--- config.mk ---
export PLATFORM = sky130hd
export DESIGN_NAME = uart_transmitter
export DESIGN_NICKNAME = d
export VERILOG_FILES = /design/src/rtl/uart_transmitter_pkg.sv /design/src/rtl/uart_transmitter.sv
export SDC_FILE = /design/constraint.sdc
export NUM_CORES = 1
export LEC_CHECK = 0
export CAP_MARGIN = 20
export CORE_MARGIN = 2
export CORE_UTILIZATION = 50
export DETAILED_ROUTE_END_ITERATION = 8
export PLACE_DENSITY = 0.73
export SETUP_SLACK_MARGIN = 0.5
export SYNTH_ARGS = -nofsm -noshare
export SYNTH_HDL_FRONTEND = slang
export SYNTH_SLANG_ARGS = --single-unit
--- constraint.sdc ---
create_clock -name clk -period 3.03 [get_ports clk]
set_input_delay 0.606 -clock clk [delete_from_list [all_inputs] [get_ports clk]]
set_output_delay 0.606 -clock clk [all_outputs]
set_load 0.01 [all_outputs]
--- src/rtl/uart_transmitter_pkg.sv ---
// Shared UART definitions: FSM state encoding, default sizing and parity modes.
// Imported by both the transmitter and the receiver.
package uart_transmitter_pkg;

    typedef enum logic [2:0] {
        ST_IDLE   = 3'd0,
        ST_START  = 3'd1,
        ST_DATA   = 3'd2,
        ST_PARITY = 3'd3,
        ST_STOP   = 3'd4
    } uart_state_e;

    localparam int DEF_DATA_WIDTH = 8;
    localparam int DEF_TIME       = 16;
    localparam bit PAR_EVEN       = 1'b0;
    localparam bit PAR_ODD        = 1'b1;

    // Word is zero-extended to 9 bits so one helper serves every DATA_WIDTH.
    function automatic logic parity_bit(input logic [8:0] w, input bit odd);
        return (^w) ^ odd;
    endfunction

endpackage

--- src/rtl/uart_transmitter.sv ---
// UART transmitter: start bit, LSB-first data, optional parity, 1..2 stop bits.
// Bit timing comes from the shared oversampling strobe s_tick (TIME per bit).
module uart_transmitter
    import uart_transmitter_pkg::*;
#(
    parameter int DATA_WIDTH = DEF_DATA_WIDTH,
    parameter int TIME       = DEF_TIME,
    parameter int PARITY_EN  = 0,
    parameter int PARITY_ODD = 0,
    parameter int STOP_BITS  = 1
) (
    input  logic                  clk,
    input  logic                  reset,
    input  logic                  s_tick,
    input  logic                  tx_start,
    input  logic [DATA_WIDTH-1:0] tx_in,
    output logic                  tx,
    output logic                  tx_busy,
    output logic                  tx_done_tick
);

    localparam int TW = $clog2(TIME);
    localparam int BW = $clog2(DATA_WIDTH) + 1;

    uart_state_e           r_state, w_state_n;
    logic [TW-1:0]         r_tick, w_tick_n;
    logic [BW-1:0]         r_bit, w_bit_n;
    logic [DATA_WIDTH-1:0] r_shift, w_shift_n;
    logic                  r_par, w_par_n;
    logic                  r_tx, w_tx_n;
    logic                  r_busy;
    logic                  r_done, w_done_n;
    logic                  w_last;

    assign w_last = s_tick && (r_tick == TW'(TIME - 1));

    always_comb begin
        w_state_n = r_state;
        w_tick_n  = r_tick;
        w_bit_n   = r_bit;
        w_shift_n = r_shift;
        w_par_n   = r_par;
        w_done_n  = 1'b0;
        unique case (r_state)
            ST_IDLE: begin
                if (tx_start) begin
                    w_shift_n = tx_in;
                    w_par_n   = parity_bit(9'(tx_in), PARITY_ODD != 0);
                    w_tick_n  = '0;
                    w_state_n = ST_START;
                end
            end
            ST_START: begin
                if (w_last) begin
                    w_tick_n  = '0;
                    w_bit_n   = '0;
                    w_state_n = ST_DATA;
                end else if (s_tick) begin
                    w_tick_n = r_tick + 1'b1;
                end
            end
            ST_DATA: begin
                if (w_last) begin
                    w_shift_n = r_shift >> 1;
                    w_tick_n  = '0;
                    if (r_bit == BW'(DATA_WIDTH - 1)) begin
                        // Stop bits are counted from zero in STOP.
                        w_bit_n   = '0;
                        w_state_n = (PARITY_EN != 0) ? ST_PARITY : ST_STOP;
                    end else begin
                        w_bit_n = r_bit + 1'b1;
                    end
                end else if (s_tick) begin
                    w_tick_n = r_tick + 1'b1;
                end
            end
            ST_PARITY: begin
                if (w_last) begin
                    w_tick_n  = '0;
                    w_bit_n   = '0;
                    w_state_n = ST_STOP;
                end else if (s_tick) begin
                    w_tick_n = r_tick + 1'b1;
                end
            end
            ST_STOP: begin
                if (w_last) begin
                    w_tick_n = '0;
                    if (r_bit == BW'(STOP_BITS - 1)) begin
                        w_state_n = ST_IDLE;
                        w_done_n  = 1'b1;
                    end else begin
                        w_bit_n = r_bit + 1'b1;
                    end
                end else if (s_tick) begin
                    w_tick_n = r_tick + 1'b1;
                end
            end
            default: w_state_n = ST_IDLE;
        endcase
    end

    // Line level is registered from the next state so tx is glitch-free.
    always_comb begin
        w_tx_n = 1'b1;
        unique case (w_state_n)
            ST_START:  w_tx_n = 1'b0;
            ST_DATA:   w_tx_n = w_shift_n[0];
            ST_PARITY: w_tx_n = w_par_n;
            default:   w_tx_n = 1'b1;
        endcase
    end

    always_ff @(posedge clk) begin
        if (!reset) begin
            r_state <= ST_IDLE;
            r_tick  <= '0;
            r_bit   <= '0;
            r_shift <= '0;
            r_par   <= 1'b0;
            r_tx    <= 1'b1;
            r_busy  <= 1'b0;
            r_done  <= 1'b0;
        end else begin
            r_state <= w_state_n;
            r_tick  <= w_tick_n;
            r_bit   <= w_bit_n;
            r_shift <= w_shift_n;
            r_par   <= w_par_n;
            r_tx    <= w_tx_n;
            r_busy  <= (w_state_n != ST_IDLE);
            r_done  <= w_done_n;
        end
    end

    assign tx           = r_tx;
    assign tx_busy      = r_busy;
    assign tx_done_tick = r_done;

endmodule

==> results of run 1 <==
## layer usage
layer  track usage, %  part of all wire (%)
met5                0                     0
met2             30.3                    45
met4             10.0                   1.9
met3             3.55                   5.6
met1             24.7                    48
## sequential cells by signal, indices dropped and copies added, names as in the netlist
register,cells
r_shift,8
r_bit,4
r_tick,4
r_state,3
r_par,1
tx,1
tx_busy,1
tx_done_tick,1
## cell families (layout without fill, tap and decap cells)
group / after synthesis / after routing / synth area share, %
fa+ha+maj: 3 / 3 / 2.94
flops: 23 / 23 / 36.0
buf+inv: 11 / 24 / 5.77
xor+xnor: 7 / 7 / 4.79
simple gates: 48 / 48 / 25.0
compound gates: 47 / 47 / 25.4
## critical path, cell delays in order
cell,delay [ns]
clkdlybuf4s50_1,0.49
and4_1,0.33
a21oi_1,0.55
a21oi_1,0.19
o2111ai_1,0.20
## area by class of cell
type,instances,area (um^2),area share (%)
sequential,23,460,31.9
clock buffer,4,26.3,1.82
multi-input combinational,105,744,51.6
inverter,3,11.3,0.781
tap,30,37.5,2.60
timing repair buffer,17,163,11.3
## metrics by stage
stage | setup WS, ns | power [mW]
floorplan | 1.22 | 0.403
global placement | 0.640 | 0.436
detailed placement | 0.578 | 0.439
CTS | 0.924 | 0.582
global route | 0.830 | 0.609
finish | 0.901 | 0.575
## power groups by stage
stage                     Clock, mW  Combinational, mW  Sequential, mW
after CTS                     0.149              0.104           0.328
final                         0.142              0.105           0.328
after global routing          0.163              0.116           0.330
after floorplan                   0             0.0702           0.332
after global placement            0              0.102           0.335
after detailed placement          0              0.104           0.335
## final timing paths
| kind | start | endpoint | slack [ns] |
|---|---|---|---|
| worst max-delay path | s_tick | tx | 0.90 |
| worst min-delay path | r_shift[6] | r_shift[6] | 0.48 |
| worst max register to register | r_tick[0] | tx | 1.11 |
| worst min register to register | r_shift[6] | r_shift[6] | 0.48 |
## placed cells by master (no fill, tap or decap), types with 2 or more instances in the layout
cell type        netlist  routed
dfxtp_1               23      23
o21a_1                 3       3
nor2_1                 3       3
or3_2                  2       2
o21ai_0                7       7
a21boi_0               9       9
xnor2_1                7       7
or4_1                  2       2
nand3b_1               4       4
or2b_2                 2       2
buf_4                  1       3
o31ai_1                3       3
clkbuf_4               0       3
clkdlybuf4s50_1        0      14
inv_1                  3       3
nand4_1                2       2
a21oi_1                9       9
nor3b_1                2       2
and3b_1                3       3
and2_1                 2       2
and4_1                 2       2
ha_1                   3       3
nand2_1                8       8
a22oi_1                7       7
nand3_1                4       4
nor2b_1                4       4
==> metrics.txt, run 1 <==
Die X around 55 um; asr flop ratio synth 0%; vias 1088; Final setup viols 0; commonest register cell after synthesis dfxtp_1; CTS tree built; register share of total power 57.1%; gr ovfl total 0; Post-Layout Cell Count 182; first-pass GRT wire length approximately 4100 um; switching share of power 26.1%; I/O Pins 15; Max-cap violations 0; Clock Tree Buf Depth 2; Worst EP required 3.27 ns; most frequent cell after synthesis dfxtp_1; clock network fraction of total power 24.7%; Worst Skew 0.00118 ns; Slew Limit Fails 0; dpl cell area approximately 0.0014 mm^2; sequential element share of the synthesized area 36.0%; cell count of the worst hold path 2; placer's final routability congestion estimate 0.830; flops & latches, synth 23; max frequency about 0.47 GHz; First-pass DRT Iterations 5; fraction of layout cells with a size suffix above 1 9.87%; cell count of the worst reg-to-reg path 5; antenna-violating nets left 0; kind of critical path in -> reg; # hold bufs at CTS 0; Post-Syn Nets 154; Initial Util 52.1%; P&R area growth vs syn 12.8%; crit-path max FO 8; Post-Syn Area 0.00128 mm^2; Final period util about 70%; Sink Count 23; Layout fillers 235; Sw Pwr ~150 uW; largest area contributor in the netlist dfxtp_1; DR iter-0 viols 24; maximum VDD drop 0.320 mV; crit path launch type input pin; status finished, final reports clean; normalized max-slew margin a little under three fifths; CTS Buf Count 3; post-synth top area share 36.0%; crit path DAT ~2.4 ns; GR Util All Layers 19.2%; largest net degree at the start of global routing 22; post-CTS setup buffer count 0; antenna violations before repair 0; number of port buffers 14; H-tree levels 1; measured slew at the worst slew-check pin 0.647 ns; DR WL/cell 13.5 um; core area 0.00245 mm^2; Reg clk slew, reported paths 0.12 ns; Hold Fails Final Rpt 0; die footprint 0.00298 mm^2; Core Util, Final 58.8%; PwrDens 398 mW/mm^2; Final Instance Area 0.00144 mm^2; EDFF count, synth 0; Comb pwr share 18.2%; Die H ~55 um; Ys Warns 0; Row Count 18; Synth Instances 139; post-CTS sizing 0; Pint around 420 uW; Final min period between 2 and 2.5 ns; remaining routing DRC violations 0; clock root buffer clkbuf_4; nets 168; Setup TNS 0 ns; synth top area cells dfxtp_1 36%, a21boi_0 5.3%, xnor2_1 4.8%; Cells after DPL between 150 and 200; Avg Vias per Cell 5.98; n_diodes 0; distinct cell type count after synthesis 45; Hold WC Path Type reg -> reg; hold slack 0.482 ns; leak pwr 0.492 nW; RSZ-0062 raised after global routing false; Routed WL roughly 2500 um; clock latency on the worst-skew pair between 0.3 and 0.4 ns; synth cell count leaders 23 x dfxtp_1, 9 x a21boi_0, 9 x a21oi_1; vias in the first global route 971; Detailed Place HPWL ~1700 um; Synth Area per Inst 9.20 um^2; Critical Path Sink Type flop
Power figures use the tool's default switching activity.
==> run 2, diff against run 1 <==
==> constraint.sdc (replaced) <==
create_clock -name clk -period 2.05 [get_ports clk]
set_input_delay 0.41 -clock clk [delete_from_list [all_inputs] [get_ports clk]]
set_output_delay 0.41 -clock clk [all_outputs]
set_load 0.01 [all_outputs]
==> run 2 against run 1 <==
Setup slack got worse by 0.50 ns; first-iteration DRC count decreased by 33%; global-route usage up 1.5 points; utilization up 8.7 points; clock skew rose by 0.0014 ns; sequential cell count stayed put; critical path depth did not move; sequential share of layout area shrank 3.5 points; via count grew 5.5%; wire length grew 16%; non-clock buffer count rose by 16; final cell count increased by 8.8%; largest cell class unchanged.
==> metrics.txt, run 2 (synthesized netlist as in run 1, its figures left out) <==
vias 1148 (was 1088); Die H 54.6 um (unchanged); Layout fillers 187 (was 235); Worst path slowest cell or4b_4 (was a21oi_1); I/O Pins 15 (unchanged); Row Count 18 (unchanged); Worst Skew 0.00257 ns (was 0.00118 ns); cell count of the worst reg-to-reg path 5 (unchanged); n_diodes 0 (unchanged); Final period util 80.5%; CP max stage delay 0.52 ns (was 0.55 ns); Slew Limit Fails 0 (unchanged); antenna violations before repair 0 (unchanged); CP delay by family, top simple AND/OR/NAND/NOR gates (was compound AO/OA/AOI/OAI gates); Critical Path Sink Type flop (unchanged); Post-Layout Cell Count 198 (was 182); maximum VDD drop 0.442 mV (was 0.320 mV); leak pwr 0.604 nW (was 0.492 nW); Sink Count 23 (unchanged); clock network fraction of total power 23.4% (was 24.7%); CTS Buf Count 3 (unchanged); biggest registers after layout r_shift: 8 flops, r_bit: 4 flops, r_tick: 4 flops (unchanged); gr ovfl total 0 (unchanged); crit path DAT 1.88 ns (was 2.37 ns); nets 184 (was 168); Max-cap violations 0 (unchanged); GR Util All Layers 20.7% (was 19.2%); Sw Pwr 237 uW (was 150 uW); Pint 650 uW (was 425 uW); die footprint 0.00298 mm^2 (unchanged); clock latency on the worst-skew pair 0.30 ns (was 0.31 ns); Setup TNS 0 ns (unchanged); Routed WL 2870 um (was 2460 um); Top Layer Used met4 (unchanged); normalized max-slew margin 76.7% (was 56.9%); kind of critical path reg -> reg (was in -> reg); met3 routed WL 69 um (was 139 um); CTS tree built (unchanged); Final setup viols 0 (unchanged); max frequency 0.606 GHz; Final min period ~1.6 ns; Hold WC Path Type reg -> reg (unchanged); largest net degree at the start of global routing 22 (unchanged); switching share of power 26.7% (was 26.1%); max reg flops 8 (unchanged); crit path launch type flop (was input pin); Multi-input gate area 820 um^2 (was 744 um^2); Tot Pwr 888 uW (was 575 uW); placer's final routability congestion estimate 0.747 (was 0.830); Avg Vias per Cell 5.80 (was 5.98); clock root buffer clkbuf_4 (unchanged); FF-to-FF setup slack 0.40 ns (was 1.11 ns); Critical Path Stages 5 (unchanged); Worst EP required 2.28 ns (was 3.27 ns); remaining routing DRC violations 0 (unchanged); M1 WL 1290 um (was 1170 um); Reg clk slew, reported paths 0.13 ns (was 0.12 ns); P&R area growth vs syn 29.5% (was 12.8%); measured slew at the worst slew-check pin 0.347 ns (was 0.647 ns); Hold Fails Final Rpt 0 (unchanged); largest reg by FF count r_shift (unchanged); Detailed Place HPWL 1920 um (was 1730 um); Die X 54.6 um (unchanged); Initial Util 52.1% (unchanged); First-pass DRT Iterations 4 (was 5); DR WL/cell 14.5 um (was 13.5 um); Comb pwr share 22.7% (was 18.2%); cell count of the worst hold path 2 (unchanged); Core Util, Final 67.4% (was 58.8%); RSZ-0062 raised after global routing true (was false); H-tree levels 1 (unchanged); Cells after DPL 185 (was 178); met2 wire length 1490 um (was 1100 um); core area 0.00245 mm^2 (unchanged); PwrDens 536 mW/mm^2 (was 398 mW/mm^2); number of port buffers 14 (unchanged); vias in the first global route 1044 (was 971); most common cell after layout, fill and taps aside dfxtp_1 (unchanged); highest-count cells in the layout ignoring fill and taps 17 x dfxtp_1, 16 x buf_4, 10 x clkdlybuf4s50_1 (was 23 x dfxtp_1, 14 x clkdlybuf4s50_1, 9 x a21oi_1, 9 x a21boi_0, 8 x nand2_1); crit-path max FO 4 (was 8); cells along the critical path ha_4, nand4_1, or4b_4, a211o_1, o2111ai_1 (was clkdlybuf4s50_1, and4_1, a21oi_1, a21oi_1, o2111ai_1); DR iter-0 viols 16 (was 24); antenna-violating nets left 0 (unchanged); Sequential Area 470 um^2 (was 460 um^2); buffer and inverter count on the worst path 0 (was 1); register share of total power 54.0% (was 57.1%); first-pass GRT wire length 4460 um (was 4070 um); fraction of layout cells with a size suffix above 1 29.8% (was 9.87%); status finished, final reports clean (unchanged); Clock Tree Buf Depth 2 (unchanged)
-- run 2: worst reg2reg max path, stage by stage, from the launching register on --
cell and delay [ns]:
dfxtp_2 0.37, ha_4 0.15, nand4_1 0.12, or4b_4 0.52
a211o_1 0.31, o2111ai_1 0.11
-- run 2: power by group through the flow --
| stage | combinational (mW) | sequential, mW | clock [mW] |
|---|---|---|---|
| after global routing | 0.220 | 0.482 | 0.234 |
| after detailed placement | 0.169 | 0.491 | 0 |
| after floorplan | 0.104 | 0.491 | 0 |
| final | 0.201 | 0.479 | 0.207 |
| after global placement | 0.164 | 0.489 | 0 |
| after CTS | 0.189 | 0.480 | 0.216 |
-- run 2: final timing paths --
check | to | from
max | tx | r_tick[0]
min | r_shift[4] | r_shift[4]
max reg2reg | tx | r_tick[0]
min reg2reg | r_shift[4] | r_shift[4]
-- run 2: area by class of cell --
class | count | share of cell area [%]
Clock inverter | 1 | 0.302
Tap cell | 30 | 2.27
Timing Repair Buffer | 33 | 17.5
Inverter | 3 | 0.680
Clock buffer | 3 | 1.36
Multi-Input combinational cell | 105 | 49.5
Sequential cell | 23 | 28.4
-- run 2: metal layers --
metal  GRT usage, %  vias up
li1               -      571
met1           25.2      551
met2           38.0       24
met3           2.73        2
met4           5.00        0
met5              0        -
-- run 2: per-stage QoR --
| step | hold slack (ns) | setup slack, ns | instance area, um^2 |
|---|---|---|---|
| floorplan | 0.443 | 0.381 | 1290 |
| global placement | 0.451 | 0.0462 | 1480 |
| detailed placement | 0.465 | -0.000989 | 1480 |
| CTS | 0.483 | 0.409 | 1590 |
| global route | 0.495 | 0.354 | 1660 |
| finish | 0.468 | 0.400 | 1660 |
-- run 2: timing repair --
item,CTS,global route
setup endpoints to repair,21,18
setup buffers,8,0
cloned,0,1
pin swaps,3,4
hold buffers,0,0
resized for setup,15,19
